===== config.mk =====
export PLATFORM = sky130hd
export DESIGN_NAME = keymgr_sideload_tx
export DESIGN_NICKNAME = d
export VERILOG_FILES = /design/src/rtl/keymgr_pkg.sv /design/src/rtl/keymgr_sideload_tx.sv
export SDC_FILE = /design/constraint.sdc
export NUM_CORES = 1
export LEC_CHECK = 0
export CAP_MARGIN = 20
export CORE_MARGIN = 2
export CORE_UTILIZATION = 35
export DETAILED_ROUTE_END_ITERATION = 6
export HOLD_SLACK_MARGIN = 0.08
export PLACE_DENSITY = 0.67
export SKIP_CTS_REPAIR_TIMING = 1
export SLEW_MARGIN = 20
export SYNTH_ARGS = -nofsm -noshare
export SYNTH_HDL_FRONTEND = slang
export SYNTH_SLANG_ARGS = --single-unit

===== constraint.sdc =====
create_clock -name clk_i -period 3.9 [get_ports clk_i]
set_clock_uncertainty 0.15 [all_clocks]
set_input_delay 0.39 -clock clk_i [delete_from_list [all_inputs] [get_ports clk_i]]
set_output_delay 0.39 -clock clk_i [all_outputs]
set_load 0.02 [all_outputs]

===== src/rtl/keymgr_pkg.sv =====
// Shared types for the key manager sideload path: the key request bundle
// handed to crypto consumers and the producer-side FSM states.
package keymgr_pkg;

  localparam int unsigned KeyWidth  = 256;
  localparam int unsigned NumShares = 2;

  // Share 1 occupies the upper half of key, so the bundle reads {valid, share1, share0}.
  typedef struct packed {
    logic                               valid;
    logic [NumShares-1:0][KeyWidth-1:0] key;
  } hw_key_req_t;

  typedef enum logic [1:0] {
    StIdle,
    StLoad,
    StValid,
    StWipe
  } sideload_st_e;

endpackage


===== src/rtl/keymgr_sideload_tx.sv =====
// Assembles a two-share sideload key from a word stream; valid rises 17+ cycles after load_start_i.
// wr_ready_o is high only in LOAD and drops combinationally with clear_i; WIPE takes 16 cycles.
module keymgr_sideload_tx #(
  parameter int unsigned KeyWidth  = keymgr_pkg::KeyWidth,
  parameter int unsigned NumShares = keymgr_pkg::NumShares,
  parameter int unsigned WordWidth = 32
) (
  input  logic                   clk_i,
  input  logic                   rst_i,
  input  logic                   load_start_i,
  input  logic                   wr_valid_i,
  output logic                   wr_ready_o,
  input  logic [WordWidth-1:0]   wr_data_i,
  input  logic                   clear_i,
  input  logic [WordWidth-1:0]   entropy_i,
  output logic                   busy_o,
  output logic                   done_o,
  output keymgr_pkg::hw_key_req_t keymgr_key_o
);
  import keymgr_pkg::*;

  localparam int unsigned NumWords = NumShares * KeyWidth / WordWidth;
  localparam int unsigned CntW     = $clog2(NumWords);
  localparam logic [CntW-1:0] LastWord = CntW'(NumWords - 1);

  sideload_st_e                  state;
  logic [CntW-1:0]               cnt;
  logic                          done_q;
  logic [WordWidth-1:0]          mem [NumWords];
  logic [NumShares*KeyWidth-1:0] key_flat;

  always_ff @(posedge clk_i) begin
    if (rst_i) begin
      state  <= StIdle;
      cnt    <= '0;
      done_q <= 1'b0;
      for (int i = 0; i < int'(NumWords); i++) begin
        mem[i] <= '0;
      end
    end else begin
      done_q <= 1'b0;
      unique case (state)
        StIdle: begin
          if (load_start_i && !clear_i) begin
            state <= StLoad;
            cnt   <= '0;
          end
        end
        StLoad: begin
          // clear_i also masks wr_ready_o, so a coincident word is never a handshake.
          if (clear_i) begin
            state <= StWipe;
            cnt   <= '0;
          end else if (wr_valid_i) begin
            mem[cnt] <= wr_data_i;
            if (cnt == LastWord) begin
              state  <= StValid;
              cnt    <= '0;
              done_q <= 1'b1;
            end else begin
              cnt <= cnt + 1'b1;
            end
          end
        end
        StValid: begin
          // A reload request must scrub the old key first; the requester restarts afterwards.
          if (clear_i || load_start_i) begin
            state <= StWipe;
            cnt   <= '0;
          end
        end
        StWipe: begin
          mem[cnt] <= entropy_i;
          if (cnt == LastWord) begin
            state  <= StIdle;
            cnt    <= '0;
            done_q <= 1'b1;
          end else begin
            cnt <= cnt + 1'b1;
          end
        end
        default: begin
          state <= StIdle;
          cnt   <= '0;
        end
      endcase
    end
  end

  for (genvar g = 0; g < int'(NumWords); g++) begin : g_key_map
    assign key_flat[g*WordWidth +: WordWidth] = mem[g];
  end

  assign wr_ready_o = (state == StLoad) && !clear_i;
  assign busy_o     = (state == StLoad) || (state == StWipe);
  assign done_o     = done_q;

  // Partial loads and wipe data stay hidden behind the valid bit.
  assign keymgr_key_o.valid = (state == StValid);
  assign keymgr_key_o.key   = (state == StValid) ? key_flat : '0;

endmodule


# Word-level counts from Yosys, hierarchy flattened
# Memory sizes are Yosys's and may differ from the RTL's.
# Cells that the tools add are included.
# totals
regBits,7
mem_bits_rw,512
in_bits,69
out_inout_bits,516
word_cells,56
mem_count,1
# op_classes
add_sub_neg,1
n_eq_ne,9
mux,32
bitwise,1
reduce_logical,9
# mem_list
name,depth,width,read_ports,rd_clocked_by_memory_dff,wr,line_no,text
mem,16,32,16,0,16,keymgr_sideload_tx.sv:29,logic [WordWidth-1:0] mem [NumWords];
# op_table
op,n
$mux 512,1
$mux 32,2
$reduce_or 32->1,1
$mux 4,6
$pmux 4 s4,1
$mux 1,14
$mux 2,6
$pmux 2 s4,1
$ne 3x3->1 const B,2
$reduce_and 5->1,1
$add 4x1->4 const B,1
$eq 2x2->1 const B,2
$eq 4x4->1 const B,1
$ne 2x2->1 const B,2
$reduce_and 3->1,1
$eq 2x1->1 const B,1
$logic_and 1x1->1,2
$logic_not 2->1,1
$logic_or 1x1->1,2
$ne 2x1->1 const B,1
$pmux 1 s2,1
$logic_not 1->1,1
$or 1x1->1,1

# Longest topological paths before layout
# Gate-level depths: netlist (run 1).
# depth
depth_word,8
mapped_depth,8
ltp_nobuf,6

# Worst setup path before layout (run 1)
# OpenSTA, ideal clock, no wires.
# synth_timing
kind,register to register
from,register state[1]
to,memory mem[15][0] (enable)
setup_time_ns,0.466
arrival_time_ns,3.588
t_required_ns,3.284
path_slack_ns,-0.303
path_stages_with_launch,8
path_buffers,1
synth_period_minus_slack_ns,4.203
cell_sequence,dfxtp_1 -> inv_1 -> ha_1 -> nand3b_1 -> a21oi_2 -> nand2_1 -> clkbuf_1 -> o21ai_0
# synth_rtl
element,line_no,text
"start, declared",keymgr_sideload_tx.sv:26,sideload_st_e state;
"start signal, assigned",keymgr_sideload_tx.sv:34,state <= StIdle;
"start signal, assigned",keymgr_sideload_tx.sv:45,state <= StLoad;
"start signal, assigned",keymgr_sideload_tx.sv:52,state <= StWipe;
"end, declared",keymgr_sideload_tx.sv:29,

==> results.py, run 1 <==
metrics = {
    "power": {
        "power_density_mw_per_mm2": 487,
        "p_leak_nw": 11.0,
        "seqPwrFrac_pct": 42.1,
        "combPwrFrac_pct": 25.6,
        "p_switching_mw": 4.53,
        "power.internal_mw": 10.7,
        "clkPwrFrac_pct": 32.3,
        "ir_worst_vdd_mv": 0.320,
        "switching_share_pct": 29.7,
        "power_mw": 15.2,
    },
    "critical_path": {
        "cp_max_fo": 136,
        "reg2reg_from": "state[1]$_SDFFE_PP0P_",
        "worstSetupPathType": "register to primary output",
        "endpoint": "keymgr_key_o[163]",
        "crit_start": "state[0]$_SDFFE_PP0P_",
        "cp.arrival_ns": 2.94,
        "r2r-end": "mem[4][2]$_SDFFCE_PN0P_",
        "r2r_slack_ns": 0.98,
        "endpoint_kind": "primary output",
        "crit_required_ns": 3.36,
        "startpoint_type": "register",
        "reg2reg_depth": 6,
    },
    "logic_synthesis": {
        "syn_area_per_cell_um2": 12.0,
        "synth.most_common_cell": "and2_1",
        "synth_cell_types": 34,
        "ys_ff_latch": 519,
        "syn_nets": 2003,
        "synth_edf_count": 512,
        "synth_seq_area_share_pct": 67.4,
        "synthTopCellsByCount": "and2_1 (517), nor2_1 (516), edfxtp_1 (512)",
        "async_reset_ff_share_pct": 0,
        "synthTopCellsByArea": "edfxtp_1 (67%), and2_1 (14%), nor2_1 (8.4%)",
        "postSynthCellCount": 1925,
        "synth_top_area_share_pct": 66.8,
        "synthFlopType": "edfxtp_1",
        "yosysTopAreaCell": "edfxtp_1",
        "yosysWarnings": 0,
        "syn-cell-area_mm2": 0.0230,
    },
    "min_path": {
        "hold_path_class": "register to register",
    },
    "sta": {
        "fin_crit_ns": 3.48,
        "fin_crit_sh_pct": 89.3,
        "setup_viol": 0,
        "hold_violations": 0,
        "worst_pin_slew_ns": 0.913,
        "slew_violations": 0,
        "fmax_ghz": 0.287,
        "finalWorstSetupSlack_ns": 0.416,
        "grt_setup_unrepaired": "no",
        "slew-limit-headroom_pct": 39.1,
        "whs_ns": 0.401,
    },
    "drt": {
        "viasPerCell": 4.88,
        "antenna_left": 0,
        "wl_per_cell_um": 24.8,
        "drtIter0Drc": 1346,
        "num_vias": 16482,
        "drt-total-wl_mm": 83.9,
        "remaining_drc_errors": 0,
        "drtPass1Iterations": 5,
    },
    "global_route": {
        "grt_max_degree": 137,
        "grt_usage_pct": 24.1,
        "antenna_found_initial": 10,
        "grt_pass1_wl_mm": 117,
        "grt-ovfl-total": 0,
        "grt_pass1_vias": 16518,
    },
    "die": {
        "core-area_mm2": 0.0655,
        "die_area_mm2": 0.0679,
        "die_w_um": 261,
        "rows": 94,
        "start_util_pct": 35.2,
        "ios": 585,
        "die_h_um": 261,
    },
    "placed_design": {
        "dp_cells": 3274,
        "port_buffers": 584,
        "hpwl_mm": 56.7,
        "routabilityCongestion": 0.826,
        "pre_cts_ws_ns": 0.669,
    },
    "cts": {
        "cts_buffer_depth": 3,
        "h-tree-depth": 2,
        "path_clk_slew_ns": 0.06,
        "clkLatencyLatePin_ns": 0.60,
        "cts_buffers": 53,
        "cts_tree": "built",
        "cts-root-buf": "clkbuf_16",
        "clkSinkCount": 519,
    },
    "outcome": {
        "status": "finished, final reports clean",
    },
    "cells_and_area": {
        "drive_gt1_share_pct": 6.26,
        "stdcell_count": 3378,
        "area_growth_pct": 35.6,
        "fin_nets": 2543,
    },
    "flow_run": {
        "drv_cap": 0,
    },
}
## worst max-delay path, stage by stage (launching register included)
cell,delay [ns]
dfxtp_1,0.35
inv_1,0.17
ha_4,0.44
buf_12,0.35
and2_1,0.25
clkdlybuf4s50_1,0.63
## registers in the layout (all words and copies together), names as in the netlist
| register | flops |
|---|---|
| state | 2 |
| done_o | 1 |
| cnt | 4 |
| mem | 512 |
## metal layers
layer	wire length [µm]	global-route usage (%)	vias to the layer above
met4	2420	7.68	2
met5	12	0	-
met1	33500	31.0	8213
met3	6680	5.16	117
met2	41300	40.8	740
li1	-	-	7410
## cell usage in the layout (no fill, tap or decap), drive strengths merged, types with 2 or more instances in the layout
master	count
nand2b	4
a21o	13
buf	37
and2	517
edfxtp	512
nand3	2
bufinv	4
o2bb2ai	2
nor2	516
clkinv	23
a32o	2
dfxtp	7
clkinvlp	2
clkdlybuf4s50	584
inv	10
ha	9
clkbuf	64
o21ai	7
mux2	33
a21oi	6
nor2b	4
diode	8
nand2	138
## cell type report
type,count,area [µm²]
diodes,8,20.0
flip-flops and latches,519,15500
inverters,7,26.3
clock inverters,32,267
repair buffers,621,6220
multi-input cells,1263,6740
fillers,5841,34300
clock buffers,64,1370
well taps,864,1080
## worst min path at each step
stage                     slack [ns]  depth (start not counted)               endpoint                   from
final                           0.40                          2    cnt[1]$_SDFFE_PP0P_    cnt[1]$_SDFFE_PP0P_
after detailed placement        0.39                          2    cnt[1]$_SDFFE_PP0P_    cnt[1]$_SDFFE_PP0P_
after floorplan                 0.33                          2  state[1]$_SDFFE_PP0P_  state[1]$_SDFFE_PP0P_
after global placement          0.36                          2    cnt[1]$_SDFFE_PP0P_    cnt[1]$_SDFFE_PP0P_
after global routing            0.41                          3  state[0]$_SDFFE_PP0P_                  rst_i
after CTS                       0.38                          3  state[0]$_SDFFE_PP0P_                  rst_i
## cells by family (layout without fill, tap and decap cells)
group / Yosys count / count (layout) / share of synthesized area, %
other: 0 / 8 / 0
buffers and inverters: 143 / 724 / 3.84
DFF: 519 / 519 / 67.4
adders and majority gates: 9 / 9 / 0.489
AOI/OAI and AO/OA: 36 / 36 / 1.12
and+or+nand+nor: 1184 / 1184 / 25.0
muxes: 34 / 34 / 2.15
## power groups by stage
stage          clock [mW]  sequential, mW  combinational [mW]
5_1_grt              5.21            6.43                4.12
3_3_place_gp            0            6.52                3.90
2_1_floorplan           0            6.49                1.99
3_5_place_dp            0            6.53                3.93
4_1_cts              5.01            6.41                3.95
6_report             4.92            6.41                3.90
## through the flow
stage | utilization (%) | TNS, ns | area [µm²]
3_5_place_dp | 45.2 | 0 | 29600
4_1_cts | 47.7 | 0 | 31200
3_3_place_gp | 45.2 | 0 | 29600
2_1_floorplan | - | -22.74 | 23000
5_1_grt | 47.7 | 0 | 31200
6_report | 47.7 | 0 | 31200
Power figures use the tool's default switching activity.
==> run 2: changes to the inputs <==
--- a/config.mk
+++ b/config.mk
@@ -5,6 +5,7 @@
 export SDC_FILE = /design/constraint.sdc
 export NUM_CORES = 1
 export LEC_CHECK = 0
+export ABC_CLOCK_PERIOD_IN_PS = 3900
 export CAP_MARGIN = 20
 export CORE_MARGIN = 2
 export CORE_UTILIZATION = 35
==> results of run 2 <==
Final layout, timing and power as in run 1 (identical DEF).
==> run 3: changes to the inputs <==
--- a/config.mk
+++ b/config.mk
@@ -5,13 +5,14 @@
 export SDC_FILE = /design/constraint.sdc
 export NUM_CORES = 1
 export LEC_CHECK = 0
-export ABC_CLOCK_PERIOD_IN_PS = 3900
+export ABC_CLOCK_PERIOD_IN_PS = 4200
 export CAP_MARGIN = 20
 export CORE_MARGIN = 2
 export CORE_UTILIZATION = 35
+export CTS_CLUSTER_DIAMETER = 80
 export DETAILED_ROUTE_END_ITERATION = 6
 export HOLD_SLACK_MARGIN = 0.08
-export PLACE_DENSITY = 0.67
+export PLACE_DENSITY = 0.64
 export SKIP_CTS_REPAIR_TIMING = 1
 export SLEW_MARGIN = 20
 export SYNTH_ARGS = -nofsm -noshare
==> constraint.sdc (replaced) <==
create_clock -name clk_i -period 4.2 [get_ports clk_i]
set_clock_uncertainty 0.15 [all_clocks]
set_input_delay 0.42 -clock clk_i [delete_from_list [all_inputs] [get_ports clk_i]]
set_output_delay 0.42 -clock clk_i [all_outputs]
set_load 0.02 [all_outputs]
==> run 3 against run 2 <==
Non-clock buffer count fell by 5. Die area unchanged. Clock power is 2% higher. Critical path depth up 1. Sequential cell count unchanged. Via count fell by 0.18%. Sequential power shrank 7.2%. Critical path type unchanged. Global-route usage fell by 0.73 points. Final cell count down 0.21%.
==> results.py, run 3 (synthesis results as in run 1) <==
metrics = {
    "cts": {
        "path_clk_slew_ns": 0.06,
        "clkSinkCount": 519,
        "h-tree-depth": 2,
        "cts_buffers": 55,
        "clkLatencyLatePin_ns": 0.60,
        "cts_tree": "built",
        "cts-root-buf": "clkbuf_16",
        "cts_buffer_depth": 3,
    },
    "cells_and_area": {
        "final_area_mm2": 0.0314,
        "area_growth_pct": 36.2,
        "fillers": 5778,
        "largest_register_ffs": 512,
        "top_register": "mem",
        "fin_nets": 2540,
        "antenna_cells": 0,
        "largestRegisters": "mem: 512 flops, cnt: 4 flops, state: 2 flops",
        "stdcell_count": 3371,
        "final_cell_mix": "clkdlybuf4s50_1 (584), and2_1 (517), nor2_1 (515), edfxtp_1 (512), nand2_1 (134)",
        "drive_gt1_share_pct": 6.46,
        "final_common_cell": "clkdlybuf4s50_1",
    },
    "min_path": {
        "hold_path_class": "register to register",
        "min_from": "cnt[1]$_SDFFE_PP0P_",
    },
    "placed_design": {
        "pre_cts_ws_ns": 0.662,
        "dp_cells": 3269,
        "dpl_cell_area_mm2": 0.0295,
        "hpwl_mm": 54.7,
        "port_buffers": 584,
        "routabilityCongestion": 0.833,
    },
    "die": {
        "ios": 585,
        "die_h_um": 261,
        "die_area_mm2": 0.0679,
        "rows": 94,
        "die_w_um": 261,
        "start_util_pct": 35.2,
        "core-area_mm2": 0.0655,
    },
    "drt": {
        "drt-total-wl_mm": 81.4,
        "remaining_drc_errors": 0,
        "wl_per_cell_um": 24.1,
        "viasPerCell": 4.88,
        "num_vias": 16453,
        "antenna_left": 0,
        "drtPass1Iterations": 5,
        "drtIter0Drc": 1574,
    },
    "sta": {
        "slew_violations": 0,
        "finalWorstSetupSlack_ns": 0.813,
        "grt_setup_unrepaired": "no",
        "setup_tns_ns": 0,
        "fin_crit_ns": 3.39,
        "slew-limit-headroom_pct": 29.2,
        "fmax_ghz": 0.295,
        "hold_violations": 0,
        "worst_pin_slew_ns": 1.06,
        "setup_viol": 0,
        "fin_crit_sh_pct": 80.7,
        "whs_ns": 0.381,
    },
    "critical_path": {
        "startpoint_type": "register",
        "crit_start": "state[0]$_SDFFE_PP0P_",
        "reg2reg_from": "state[1]$_SDFFE_PP0P_",
        "crit_required_ns": 3.63,
        "cp.arrival_ns": 2.82,
        "worstSetupPathType": "register to primary output",
        "cp_max_fo": 69,
        "endpoint_kind": "primary output",
    },
    "power": {
        "p_leak_nw": 11.0,
        "ir_worst_vdd_mv": 0.368,
        "power_density_mw_per_mm2": 465,
    },
    "flow_run": {
        "drv_cap": 0,
    },
    "global_route": {
        "grt_pass1_vias": 16259,
        "antenna_found_initial": 4,
        "grt_pass1_wl_mm": 114,
        "grt_usage_pct": 23.4,
        "grt_max_degree": 156,
        "grt-ovfl-total": 0,
    },
    "outcome": {
        "status": "finished, final reports clean",
    },
}
[run 3: changes by cell type in the layout (fill, tap and decap cells not counted), sizes merged]
cell / previous run / this run
clkbuf: 64 / 70
clkinv: 23 / 19
buf: 37 / 32
bufinv: 4 / 8
diode: 8 / 0
[run 3: final timing paths]
kind / endpoint / slack (ns) / depth (start not counted)
setup / recovery: keymgr_key_o[213] / 0.81 / 6
hold / removal: cnt[1]$_SDFFE_PP0P_ / 0.38 / 2
setup reg to reg: mem[7][5]$_SDFFCE_PN0P_ / 0.83 / 8
hold reg to reg: cnt[1]$_SDFFE_PP0P_ / 0.38 / 2
[run 3: layout make-up]
type / instances / area [µm²] / share of cell area, %
clock buffers: 70 / 1480 / 4.70
clock inverters: 32 / 373 / 1.19
inverters: 7 / 26.3 / 0.0838
multi-input cells: 1263 / 6750 / 21.5
flip-flops and latches: 519 / 15500 / 49.5
well taps: 864 / 1080 / 3.45
repair buffers: 616 / 6150 / 19.6
[run 3: layer usage]
| layer | track usage [%] | vias up | part of all wire, % |
|---|---|---|---|
| met4 | 7.86 | 4 | 3.5 |
| met2 | 39.3 | 760 | 49 |
| met5 | 0 | - | 0.037 |
| met3 | 4.83 | 142 | 8.1 |
| li1 | - | 7387 | - |
| met1 | 30.2 | 8160 | 39 |
[run 3: per-stage QoR]
step | util, % | power [mW]
after floorplan | - | 7.88
after global placement | 45.1 | 9.70
after detailed placement | 45.1 | 9.72
after CTS | 47.9 | 14.7
after global routing | 47.9 | 15.1
final | 47.9 | 14.6
[run 3: worst max-delay path, cell delays in order (launching register included)]
cell and delay (ns):
dfxtp_1 0.34, inv_1 0.17, ha_4 0.25, buf_12 0.24
buf_4 0.32, and2_1 0.16, clkdlybuf4s50_1 0.66
[run 3: report_power, final]
| group | switching, mW | leakage (nW) | internal [mW] | total (mW) |
|---|---|---|---|---|
| Clock | 2.04 | 0.898 | 2.98 | 5.01 |
| Combinational | 2.14 | 4.80 | 1.48 | 3.62 |
| Sequential | 0.0656 | 5.34 | 5.88 | 5.95 |
| Total | 4.24 | 11.0 | 10.3 | 14.6 |
